**src/rtl/bus_arbiter.sv**
```systemverilog
// Shares one SRAM-like bus between fetch (IF) and memory (MEM) requesters.
// MEM has fixed priority; one outstanding transaction; IF can be flushed.
module bus_arbiter #(
  parameter int AW = 32,
  parameter int DW = 32
) (
  input  logic          clk,
  input  logic          resetn,
  input  logic          if_req,
  input  logic [AW-1:0] if_addr,
  output logic [DW-1:0] if_rdata,
  output logic          if_done,
  input  logic          mem_req,
  input  logic          mem_wr,
  input  logic [1:0]    mem_size,
  input  logic [AW-1:0] mem_addr,
  input  logic [DW-1:0] mem_wdata,
  output logic [DW-1:0] mem_rdata,
  output logic          mem_done,
  input  logic          flush,
  output logic          stallreq_from_if,
  output logic          stallreq_from_mem,
  output logic          bus_req,
  output logic          bus_wr,
  output logic [1:0]    bus_size,
  output logic [AW-1:0] bus_addr,
  output logic [DW-1:0] bus_wdata,
  input  logic          bus_addr_ok,
  input  logic          bus_data_ok,
  input  logic [DW-1:0] bus_rdata
);

  typedef enum logic [1:0] {
    IDLE,
    ADDR,
    DATA,
    RESP
  } state_t;

  state_t        state_q, state_d;
  logic          owner_q, owner_d;
  logic          discard_q, discard_d;
  logic          wr_q, wr_d;
  logic [1:0]    size_q, size_d;
  logic [AW-1:0] addr_q, addr_d;
  logic [DW-1:0] wdata_q, wdata_d;
  logic [DW-1:0] if_rdata_q, mem_rdata_q;
  logic          if_flush;
  logic          data_hit;

  // flush only ever touches fetch-owned transactions
  assign if_flush = ~owner_q & flush;
  assign data_hit = (state_q == DATA) & bus_data_ok;

  always_comb begin
    state_d   = state_q;
    owner_d   = owner_q;
    discard_d = discard_q;
    wr_d      = wr_q;
    size_d    = size_q;
    addr_d    = addr_q;
    wdata_d   = wdata_q;
    unique case (state_q)
      IDLE: begin
        if (mem_req) begin
          owner_d = 1'b1;
          wr_d    = mem_wr;
          size_d  = mem_size;
          addr_d  = mem_addr;
          wdata_d = mem_wdata;
          state_d = ADDR;
        end else if (if_req && !flush) begin
          owner_d = 1'b0;
          wr_d    = 1'b0;
          size_d  = 2'd2;
          addr_d  = if_addr;
          wdata_d = '0;
          state_d = ADDR;
        end
      end
      ADDR: begin
        if (bus_addr_ok) begin
          state_d   = DATA;
          discard_d = if_flush;
        end else if (if_flush) begin
          state_d = IDLE;
        end
      end
      DATA: begin
        if (if_flush) discard_d = 1'b1;
        if (bus_data_ok) begin
          discard_d = 1'b0;
          if (discard_q || if_flush) state_d = IDLE;
          else state_d = RESP;
        end
      end
      RESP: state_d = IDLE;
      default: state_d = IDLE;
    endcase
  end

  always_ff @(posedge clk or negedge resetn) begin
    if (!resetn) begin
      state_q   <= IDLE;
      owner_q   <= 1'b0;
      discard_q <= 1'b0;
      wr_q      <= 1'b0;
      size_q    <= '0;
      addr_q    <= '0;
      wdata_q   <= '0;
    end else begin
      state_q   <= state_d;
      owner_q   <= owner_d;
      discard_q <= discard_d;
      wr_q      <= wr_d;
      size_q    <= size_d;
      addr_q    <= addr_d;
      wdata_q   <= wdata_d;
    end
  end

  always_ff @(posedge clk or negedge resetn) begin
    if (!resetn) begin
      if_rdata_q  <= '0;
      mem_rdata_q <= '0;
    end else if (data_hit) begin
      if (owner_q) mem_rdata_q <= bus_rdata;
      else if_rdata_q <= bus_rdata;
    end
  end

  assign bus_req   = (state_q == ADDR);
  assign bus_wr    = wr_q;
  assign bus_size  = size_q;
  assign bus_addr  = addr_q;
  assign bus_wdata = wdata_q;

  assign if_done  = (state_q == RESP) & ~owner_q & ~flush;
  assign mem_done = (state_q == RESP) & owner_q;
  assign if_rdata  = if_rdata_q;
  assign mem_rdata = mem_rdata_q;

  assign stallreq_from_if  = if_req & ~if_done;
  assign stallreq_from_mem = mem_req & ~mem_done;

endmodule

```
**config.mk**
```make
export PLATFORM = sky130hd
export DESIGN_NAME = bus_arbiter
export DESIGN_NICKNAME = d
export VERILOG_FILES = /design/src/rtl/bus_arbiter.sv
export SDC_FILE = /design/constraint.sdc
export NUM_CORES = 1
export LEC_CHECK = 0
export BUFFER_PORTS_ARGS = -buffer_cell sky130_fd_sc_hd__buf_2
export CELL_PAD_IN_SITES_DETAIL_PLACEMENT = 0
export CELL_PAD_IN_SITES_GLOBAL_PLACEMENT = 1
export CORE_MARGIN = 4
export CORE_UTILIZATION = 35
export CTS_BUF_LIST = sky130_fd_sc_hd__clkbuf_8
export CTS_CLUSTER_DIAMETER = 60
export DETAILED_ROUTE_END_ITERATION = 8
export GPL_TIMING_DRIVEN = 0
export HOLD_SLACK_MARGIN = 0.15
export PLACE_DENSITY = 0.84
export SKIP_LAST_GASP = 1
export SLEW_MARGIN = 20
export SYNTH_ARGS = -nofsm -noshare
export SYNTH_HDL_FRONTEND = slang
export SYNTH_SLANG_ARGS = --single-unit
```
**constraint.sdc**
```tcl
create_clock -name clk -period 2.39 [get_ports clk]
set_clock_uncertainty 0.2 [all_clocks]
set_input_delay 0 -clock clk [delete_from_list [all_inputs] [get_ports clk]]
set_output_delay 0 -clock clk [all_outputs]
set_load 0.005 [all_outputs]
```
==> metrics, run 1 <==
status did not finish; failing step clock tree synthesis; Stop Error [ERROR RSZ-0060] Max buffer count reached.; DP Area 7180 um^2; Compound-Gate Fraction of Synth Area 3.72%; clock buffer depth 2; HPWL Detailed 11.4 mm; total I/O pin count 274; fraction of synthesized area in multiplexers 18.9%; Post-CTS Setup Bufs 0; Syn Area/Cell 11.9 um^2; Yosys cell types 26; Synth Area in Adders 1.13%; Clock Root Buffer clkbuf_8; cts bufs inserted 17; hold buffers post-CTS 196; initial core utilization 36.0%; Syn Nets 606; Synth Register Bits 135; simple-gate share of the synthesized area 12.0%; post-synthesis sequential area ratio 61.2%; RePlAce Congestion 0.750; largest family of logic cells by synthesized area multiplexers; Synthesis Warnings 0; die width 134 um; Resize count post-CTS 0; cell count after synthesis 463; clock sinks 135; Port Buffers 272; XOR/XNOR share of the synthesized area 0%; Row Count 45; synthesized area 5520 um^2; Die Ht 134 um; H-tree levels 4
[cells by family after synthesis]
logic type	Yosys count
flip-flops	135
AND/OR/NAND/NOR	156
multiplexers	96
adder cells (fa/ha/maj)	5
AO/OA/AOI/OAI	39
buffers and inverters	32
[through the flow]
| stage | util (%) | cells | worst slack (ps) |
|---|---|---|---|
| after floorplan | - | 463 | 690 |
| after global placement | 46.7 | 946 | -742 |
| after detailed placement | 46.9 | 947 | 375 |
[cell usage after synthesis, drive strengths merged]
master  count  area [um^2]
a21oi       2         10.0
and2        1         6.26
buf        19          121
clkbuf     10         40.0
dfrtp     135         3380
ha          5         62.6
inv         3         11.3
mux2       64          721
mux2i      32          320
nand2     107          402
nand2b      1         6.26
nand3      37          185
nand3b      1         7.51
nand4       1         6.26
nor2        1         3.75
nor2b       5         31.3
nor3        1         5.00
nor3b       1         7.51
o21ai      34          170
o22ai       1         6.26
o32a        1         10.0
o32ai       1         8.76
==> inputs of run 2 (changes only) <==
==> config.mk (replaced) <==
export PLATFORM = sky130hd
export DESIGN_NAME = bus_arbiter
export DESIGN_NICKNAME = d
export VERILOG_FILES = /design/src/rtl/bus_arbiter.sv
export SDC_FILE = /design/constraint.sdc
export NUM_CORES = 1
export LEC_CHECK = 0
export BUFFER_PORTS_ARGS = -buffer_cell sky130_fd_sc_hd__buf_2
export CORE_MARGIN = 4
export CORE_UTILIZATION = 24
export DETAILED_ROUTE_END_ITERATION = 8
export GPL_TIMING_DRIVEN = 0
export PLACE_DENSITY_LB_ADDON = 0.15
export SKIP_LAST_GASP = 1
export SLEW_MARGIN = 20
export SYNTH_ARGS = -nofsm -noshare
export SYNTH_HDL_FRONTEND = slang
export SYNTH_SLANG_ARGS = --single-unit
==> run 2 against run 1 <==
Compared with the run above:
- the run now ends clean
- area after synthesis unchanged
- synthesized cell count unchanged
==> metrics, run 2 <==
PnR worst setup slack 175 ps; die width 160 um; Detailed Route Iter0 Violations 170; via count 4993; Post-synth EDFFs 0; Synth top cells by count 135 x dfrtp_1, 107 x nand2_1, 64 x mux2_2; placed cells 1021; Syn-to-layout area delta 68.2%; Row Count 55; total I/O pin count 274; Syn Area/Cell 11.9 um^2; vias per std cell 4.19; Pins Over Slew Limit 0; area of the core 22600 um^2; Port Buffers 272; Worst-path clk slew 70 ps; Lkg Pwr 4.82 nW; total chip power 9.92 mW; initial core utilization 24.4%; synthesized area 5520 um^2; largest fanout on the critical path 5; Clock Root Buffer clkbuf_16; Crit Reg-Reg Startpoint state_q[0]; RR Endpoint mem_rdata[0]; Util after Layout 41.0%; fin crit share 92.7%; Synth Register Bits 135; ant diodes 0; unrepaired setup endpoints after global routing false; initial antenna violation count 0; CP Data Required Time 2480 ps; clock sinks 135; Sw Pwr 3.21 mW; fraction of layout cells with a size suffix above 1 43.1%; total iterations of the first detailed-routing run 4; commonest non-fill, non-tap cell in the layout buf_2; Syn Nets 606; Post-layout nets 1038; DR DRC count 0; Pwr Density 1070 nW/um^2; min Tclk post-route 2210 ps; cells on worst reg2reg path 5; relative slew slack 69.2%; status complete, no violations; Fillers 2170; Post-synth ARST share 100%; first-pass GRT wire length 28.0 mm; Hold Path Depth 4; Reg power frac 39.3%; most frequent cell after synthesis dfrtp_1; HP Class input port to register; remaining antenna violation count 0; max-cap violations 0; die area 25500 um^2; WHS Endpoint bus_wdata[3]; post-synthesis sequential area ratio 61.2%; most frequent cells in the layout 281 x buf_2, 139 x dlygate4sd3_1, 135 x dfrtp_1, 107 x nand2_1, 64 x mux2_2; Layout Cells excl Fill 1193; Synth area leader dfrtp_1; Primary FF master, synth dfrtp_1; RePlAce Congestion 0.758; Yosys cell types 26; reg2reg setup slack 180 ps; actual slew at the worst max-slew pin 462 ps; crit start category register; Routed WL 17.0 mm; total track usage 13.4%; HPWL Detailed 12.3 mm; clock buffer depth 2; H-tree levels 4; Setup WS pre-CTS 297 ps; Setup violations, final 0; worst-skew pair later-pin latency 400 ps; critical path class register to register; cts bufs inserted 17; part of the power in the clock network 26.4%; cell internal pwr 6.70 mW; ranking of synthesized cells by area dfrtp_1 61%, mux2_2 13%, nand2_1 7.3%; grt ovf 0; switch share 32.4%; cell count after synthesis 463; min-delay src mem_req; worst path arrival time 2300 ps; Die Ht 160 um; largest net degree at the start of global routing 85; Synth top area share 61.2%; vias in the first global route 5528; Synthesis Warnings 0; Hold Fails Final Rpt 0; fmax 451 MHz; hold_ws 20.6 ps; Worst Setup End Kind register; Wirelength per Cell 14.3 um; worst IR drop on VDD 0.000429 V; Post-CTS Setup Bufs 0; CTS tree built; Gate power share 34.3%
run 2: cell counts after synthesis:
No cell type changed its count.
run 2: cell type report:
cell class / count / area [um^2] / area share, %
clock buffers: 19 / 443 / 4.77
clock inverters: 13 / 146 / 1.58
repair buffers: 413 / 2820 / 30.3
flip-flops and latches: 135 / 3380 / 36.4
plain buffers: 29 / 163 / 1.75
inverters: 3 / 11.3 / 0.121
well taps: 285 / 357 / 3.84
multi-input cells: 296 / 1970 / 21.2
run 2: metrics by stage:
| step | area (um^2) | TNS (ps) |
|---|---|---|
| 3_5_place_dp | 7280 | 0 |
| 2_1_floorplan | 5520 | 0 |
| 5_1_grt | 9290 | 0 |
| 3_3_place_gp | 7240 | -105790 |
| 4_1_cts | 9280 | 0 |
| 6_report | 9290 | 0 |
run 2: worst max-delay path by stage:
stage	endpoint	cells after the start	slack, ps	startpoint
after global placement	bus_wdata[11]	1	-800	resetn
after global routing	state_q[1]	7	30	state_q[0]
final	mem_rdata[0]	5	180	state_q[0]
after detailed placement	bus_wdata[9]	6	300	state_q[0]
after CTS	state_q[1]	6	90	state_q[1]
after floorplan	mem_rdata[10]	5	690	state_q[0]
run 2: metal layers:
metal	part of all wire (%)	global-route usage, %
met4	1.4	3.75
met2	49	22.7
met1	44	16.7
met5	0	0
met3	6.1	4.03
run 2: cells by family (layout without fill, tap and decap cells):
| kind of cell | after synthesis | in the layout | share of synthesized area, % |
|---|---|---|---|
| flip-flops | 135 | 135 | 61.2 |
| adder cells (fa/ha/maj) | 5 | 5 | 1.13 |
| AO/OA/AOI/OAI | 39 | 39 | 3.72 |
| multiplexers | 96 | 96 | 18.9 |
| buffers and inverters | 32 | 477 | 3.13 |
| AND/OR/NAND/NOR | 156 | 156 | 12.0 |
run 2: power groups by stage:
stage	Sequential [mW]	Clock (mW)	Combinational (mW)
global route	4.04	2.81	3.82
finish	3.90	2.61	3.40
floorplan	4.00	0	1.41
CTS	3.91	2.71	3.47
global placement	3.91	0	3.19
detailed placement	3.94	0	3.26
run 2: critical path, cell delays in order (launching register included):
cell and delay (ps):
dfrtp_1 400, inv_1 100, ha_1 230, nand3_1 250, mux2_2 370, dlygate4sd3_1 550
run 2: what timing repair did:
action	in CTS	in global routing
resized for setup	0	2
setup endpoints to repair	0	1
hold endpoints to repair	269	0
hold buffers	140	0
No activity file was read; power rests on OpenSTA's default activity.
==> inputs of run 3 (changes only) <==
--- a/config.mk
+++ b/config.mk
@@ -6,6 +6,7 @@
 export NUM_CORES = 1
 export LEC_CHECK = 0
 export BUFFER_PORTS_ARGS = -buffer_cell sky130_fd_sc_hd__buf_2
+export CORE_ASPECT_RATIO = 2
 export CORE_MARGIN = 4
 export CORE_UTILIZATION = 24
 export DETAILED_ROUTE_END_ITERATION = 8
==> run 3 against run 2 <==
Compared with the run above:
- critical path depth is the same
- critical endpoint unchanged
- largest power group unchanged
- via count up 2.8%
- combinational power grew 2%
==> metrics, run 3 (synthesis results as in run 2) <==
HPWL Detailed 13.5 mm; most frequent cells in the layout 281 x buf_2, 147 x dlygate4sd3_1, 135 x dfrtp_1, 107 x nand2_1, 64 x mux2_2; largest fanout on the critical path 5; Seq. cell area 3380 um^2; first-pass GRT wire length 29.4 mm; worst IR drop on VDD 0.000553 V; ordered cell list for the critical path inv_1 > ha_1 > nand3_1 > mux2_2 > dlygate4sd3_1; PnR worst setup slack 168 ps; actual slew at the worst max-slew pin 497 ps; Wirelength per Cell 15.2 um; Die Ht 222 um; H-tree levels 4; crit start category register; CP peak stage delay 550 ps; die area 25600 um^2; Resize count post-CTS 0; Port Buffers 272; Worst Setup End Kind register; vias in the first global route 5818; max-cap violations 0; relative slew slack 66.9%; Setup WS pre-CTS 349 ps; unrepaired setup endpoints after global routing false; Fillers 2235; DP Area 7270 um^2; Reg power frac 39.1%; Hold Fails Final Rpt 0; via count 5134; worst path arrival time 2330 ps; initial core utilization 24.4%; Post-layout nets 1046; fmax 450 MHz; clock sinks 135; Setup violations, final 0; Syn-to-layout area delta 69.3%; Worst path top cell family by delay buffers and inverters; Sw Pwr 3.19 mW; Routed WL 18.2 mm; critical path class register to register; part of the power in the clock network 26.4%; final instance area 9340 um^2; total chip power 10.0 mW; worst-skew pair later-pin latency 430 ps; die width 115 um; total iterations of the first detailed-routing run 4; status complete, no violations; min Tclk post-route 2220 ps; cts bufs inserted 17; Worst-path clk slew 60 ps; HP Class input port to register; clock buffer depth 2; cell internal pwr 6.81 mW; CP Buf/Inv Count 2; area of the core 22600 um^2; Multi-input gate area 1970 um^2; total I/O pin count 274; initial antenna violation count 0; DR DRC count 0; Clock Root Buffer clkbuf_16; Pwr Density 1070 nW/um^2; grt ovf 0; commonest non-fill, non-tap cell in the layout buf_2; Gate power share 34.6%; Row Count 78; ant diodes 0; vias per std cell 4.29; total track usage 14.8%; Lkg Pwr 4.85 nW; CP Data Required Time 2500 ps; slowest cell on the critical path dlygate4sd3_1; fraction of layout cells with a size suffix above 1 42.0%; Detailed Route Iter0 Violations 170; fin crit share 93.0%; largest net degree at the start of global routing 96; CTS tree built; remaining antenna violation count 0; Pins Over Slew Limit 0; RePlAce Congestion 0.738; switch share 31.9%
[run 3: path summary, 6_finish.rpt]
kind,endpoint,cells after the start,slack (ps),startpoint
worst max-delay path,mem_rdata[0],5,170,state_q[0]
worst max register to register,mem_rdata[0],5,170,state_q[0]
max in group asynchronous,bus_wdata[17],4,1060,resetn
min in group asynchronous,if_rdata[27],4,470,resetn
worst min register to register,bus_wdata[14],2,260,bus_wdata[14]
worst min-delay path,bus_addr[0],5,90,if_req
[run 3: layer usage]
layer,track usage (%),vias up,share of wire (%)
met5,0,-,0
met4,6.75,0,3.1
met3,4.20,31,5.9
met2,26.8,190,54
met1,15.2,2462,37
li1,-,2451,-
[run 3: area by class of cell]
cell class	instances	area share, %
flip-flops and latches	135	36.2
repair buffers	421	30.9
multi-input cells	296	21.1
clock buffers	24	4.94
well taps	280	3.75
plain buffers	29	1.73
clock inverters	8	1.30
inverters	3	0.121
[run 3: worst min-delay path: cells and delay by family]
kind            cells  cell delay (ps)
buf+inv             2              290
simple gates        1              140
compound gates      2              250
[run 3: power groups by stage]
stage                     Sequential [mW]  Clock (mW)  Combinational, mW
after detailed placement             3.95           0               3.32
after global placement               3.93           0               3.24
after floorplan                      4.00           0               1.41
after CTS                            3.92        2.73               3.56
after global routing                 4.05        2.81               3.91
final                                3.91        2.64               3.46
[run 3: what timing repair did]
action | CTS | global route
hold endpoints to repair | 269 | 0
setup buffers | 0 | 0
endpoints found under the setup margin | 0 | 0
hold buffers | 148 | 0
[run 3: stage by stage]
step           TNS, ps  util [%]  cells  hold slack [ps]
2_1_floorplan        0         -    463             -496
3_3_place_gp   -104950      31.9   1015             34.5
3_5_place_dp         0      32.1   1016             -287
4_1_cts              0      41.3   1196              101
5_1_grt              0      41.3   1196              152
6_report             0      41.3   1196             94.8
==> inputs of run 4 (changes only) <==
--- a/config.mk
+++ b/config.mk
@@ -8,7 +8,7 @@
 export BUFFER_PORTS_ARGS = -buffer_cell sky130_fd_sc_hd__buf_2
 export CORE_ASPECT_RATIO = 2
 export CORE_MARGIN = 4
-export CORE_UTILIZATION = 24
+export CORE_UTILIZATION = 35
 export DETAILED_ROUTE_END_ITERATION = 8
 export GPL_TIMING_DRIVEN = 0
 export PLACE_DENSITY_LB_ADDON = 0.15
==> run 4 against run 3 <==
Compared with the run above:
- count of clock-buffer cells in the layout stayed put
- routed wire length decreased by 5.6%
- final area is 0.92% lower
- total power grew 1.9%
- worst setup slack improved by 67 ps
- sequential cell count stayed put
- sequential power hardly changed
- sequential share of layout area increased by 0.34 points
- non-clock buffer count is 4 lower
- critical path depth grew 1
- die area down 30%
- critical endpoint is now bus_wdata[26]
- largest cell class unchanged
- highest routed layer unchanged
==> metrics, run 4 (synthesis results as in run 2) <==
total I/O pin count 274; CP Data Required Time 2550 ps; Hold Path Depth 4; Syn-to-layout area delta 67.7%; PnR worst setup slack 235 ps; Wirelength per Cell 15.5 um; Setup WS pre-CTS 396 ps; Setup violations, final 0; DR DRC count 0; HPWL Detailed 12.1 mm; worst path arrival time 2310 ps; met1 WL 6.05 mm; largest net degree at the start of global routing 73; min Tclk post-route 2160 ps; first-pass GRT wire length 27.8 mm; initial core utilization 35.9%; Routed WL 17.2 mm; Clock Root Buffer clkbuf_16; RePlAce Congestion 0.797; Crit Reg-Reg Startpoint state_q[0]; met3 wire length 926 um; Lkg Pwr 4.85 nW; Worst Setup End Kind register; min-delay src mem_req; total track usage 19.3%; ordered cell list for the critical path inv_1 > ha_1 > clkbuf_1 > nand3_1 > dlygate4sd3_1 > nand2_1; actual slew at the worst max-slew pin 487 ps; grt ovf 0; remaining antenna violation count 0; commonest non-fill, non-tap cell in the layout buf_2; Post-layout nets 1042; CTS tree built; via count 5138; max-cap violations 0; critical path class register to register; largest fanout on the critical path 10; cts bufs inserted 17; ant diodes 0; vias per std cell 4.63; CP peak stage delay 590 ps; area of the core 15400 um^2; Post-CTS Setup Bufs 0; relative slew slack 67.6%; Hold Fails Final Rpt 0; total iterations of the first detailed-routing run 4; Detailed Route Iter0 Violations 76; RR Endpoint bus_wdata[26]; status complete, no violations; Die Ht 186 um; vias in the first global route 5616; hold_ws 49.7 ps; worst IR drop on VDD 0.000636 V; clock buffer depth 2; worst-skew pair later-pin latency 410 ps; fraction of layout cells with a size suffix above 1 42.3%; Row Count 64; Pwr Density 1100 nW/um^2; WHS Endpoint bus_wdata[0]; fin crit share 90.2%; cells on worst reg2reg path 6; Util after Layout 60.2%; crit start category register; die area 18000 um^2; DR WL met2 9.63 mm; H-tree levels 4; unrepaired setup endpoints after global routing false; fmax 464 MHz; slowest cell on the critical path dlygate4sd3_1; Top Metal Used met4; Pins Over Slew Limit 0; clock sinks 135; Port Buffers 272; initial antenna violation count 0; HP Class input port to register; Worst-path clk slew 60 ps; most frequent cells in the layout 281 x buf_2, 144 x dlygate4sd3_1, 135 x dfrtp_1, 107 x nand2_1, 64 x mux2_2; reg2reg setup slack 230 ps; die width 96.8 um
==> run 4: cell types whose count changed in the layout (fill, tap and decap cells not counted), sizes merged <==
cell	delta
bufinv	+2
clkinv	-1
buf	-1
inv	-1
dlygate4sd3	-3
==> run 4: cell type report <==
| class | count | area (um^2) |
|---|---|---|
| multi-input combinational | 296 | 1970 |
| tap | 198 | 248 |
| inverter | 3 | 11.3 |
| clock buffer | 24 | 482 |
| timing repair buffer | 417 | 2840 |
| fill | 1304 | 6120 |
| clock inverter | 8 | 168 |
| buffer | 29 | 161 |
| sequential | 135 | 3380 |
==> run 4: how the worst max path moves through the flow <==
stage,cells past startpoint,to,start
after CTS,6,bus_wdata[27],state_q[0]
final,6,bus_wdata[26],state_q[0]
after floorplan,5,mem_rdata[10],state_q[0]
after global placement,1,bus_wdata[9],resetn
after global routing,6,bus_wdata[26],state_q[1]
after detailed placement,6,bus_wdata[2],state_q[0]
==> run 4: routing by layer <==
| metal | vias up | track usage, % |
|---|---|---|
| met2 | 195 | 36.5 |
| met1 | 2468 | 19.9 |
| met5 | - | 0 |
| met4 | 0 | 9.00 |
| met3 | 36 | 4.88 |
| li1 | 2439 | - |
==> run 4: where the power goes <==
part	internal [mW]	switching [mW]
combinational	1.77	1.65
sequential	3.36	0.545
clock	1.93	0.939
total	7.06	3.13
==> run 4: stage by stage <==
step	TNS, ps	std cells	area, um^2	power, mW
CTS	0	1110	9260	10.3
global route	0	1110	9260	10.9
finish	0	1110	9260	10.2
floorplan	0	463	5520	5.41
global placement	-86640	933	7130	7.05
detailed placement	0	934	7170	7.18
==> run 4: repair_timing <==
action | CTS | global route
hold buffers | 144 | 0
endpoints found under the hold margin | 269 | 0
gates resized for setup | 0 | 0
==> run 4: worst max-delay path, delay by kind of cell, from the launching register on <==
kind | cells | cell delay (ps)
adder cells (fa/ha/maj) | 1 | 200
AND/OR/NAND/NOR | 2 | 190
flip-flops | 1 | 410
buffers and inverters | 3 | 1090
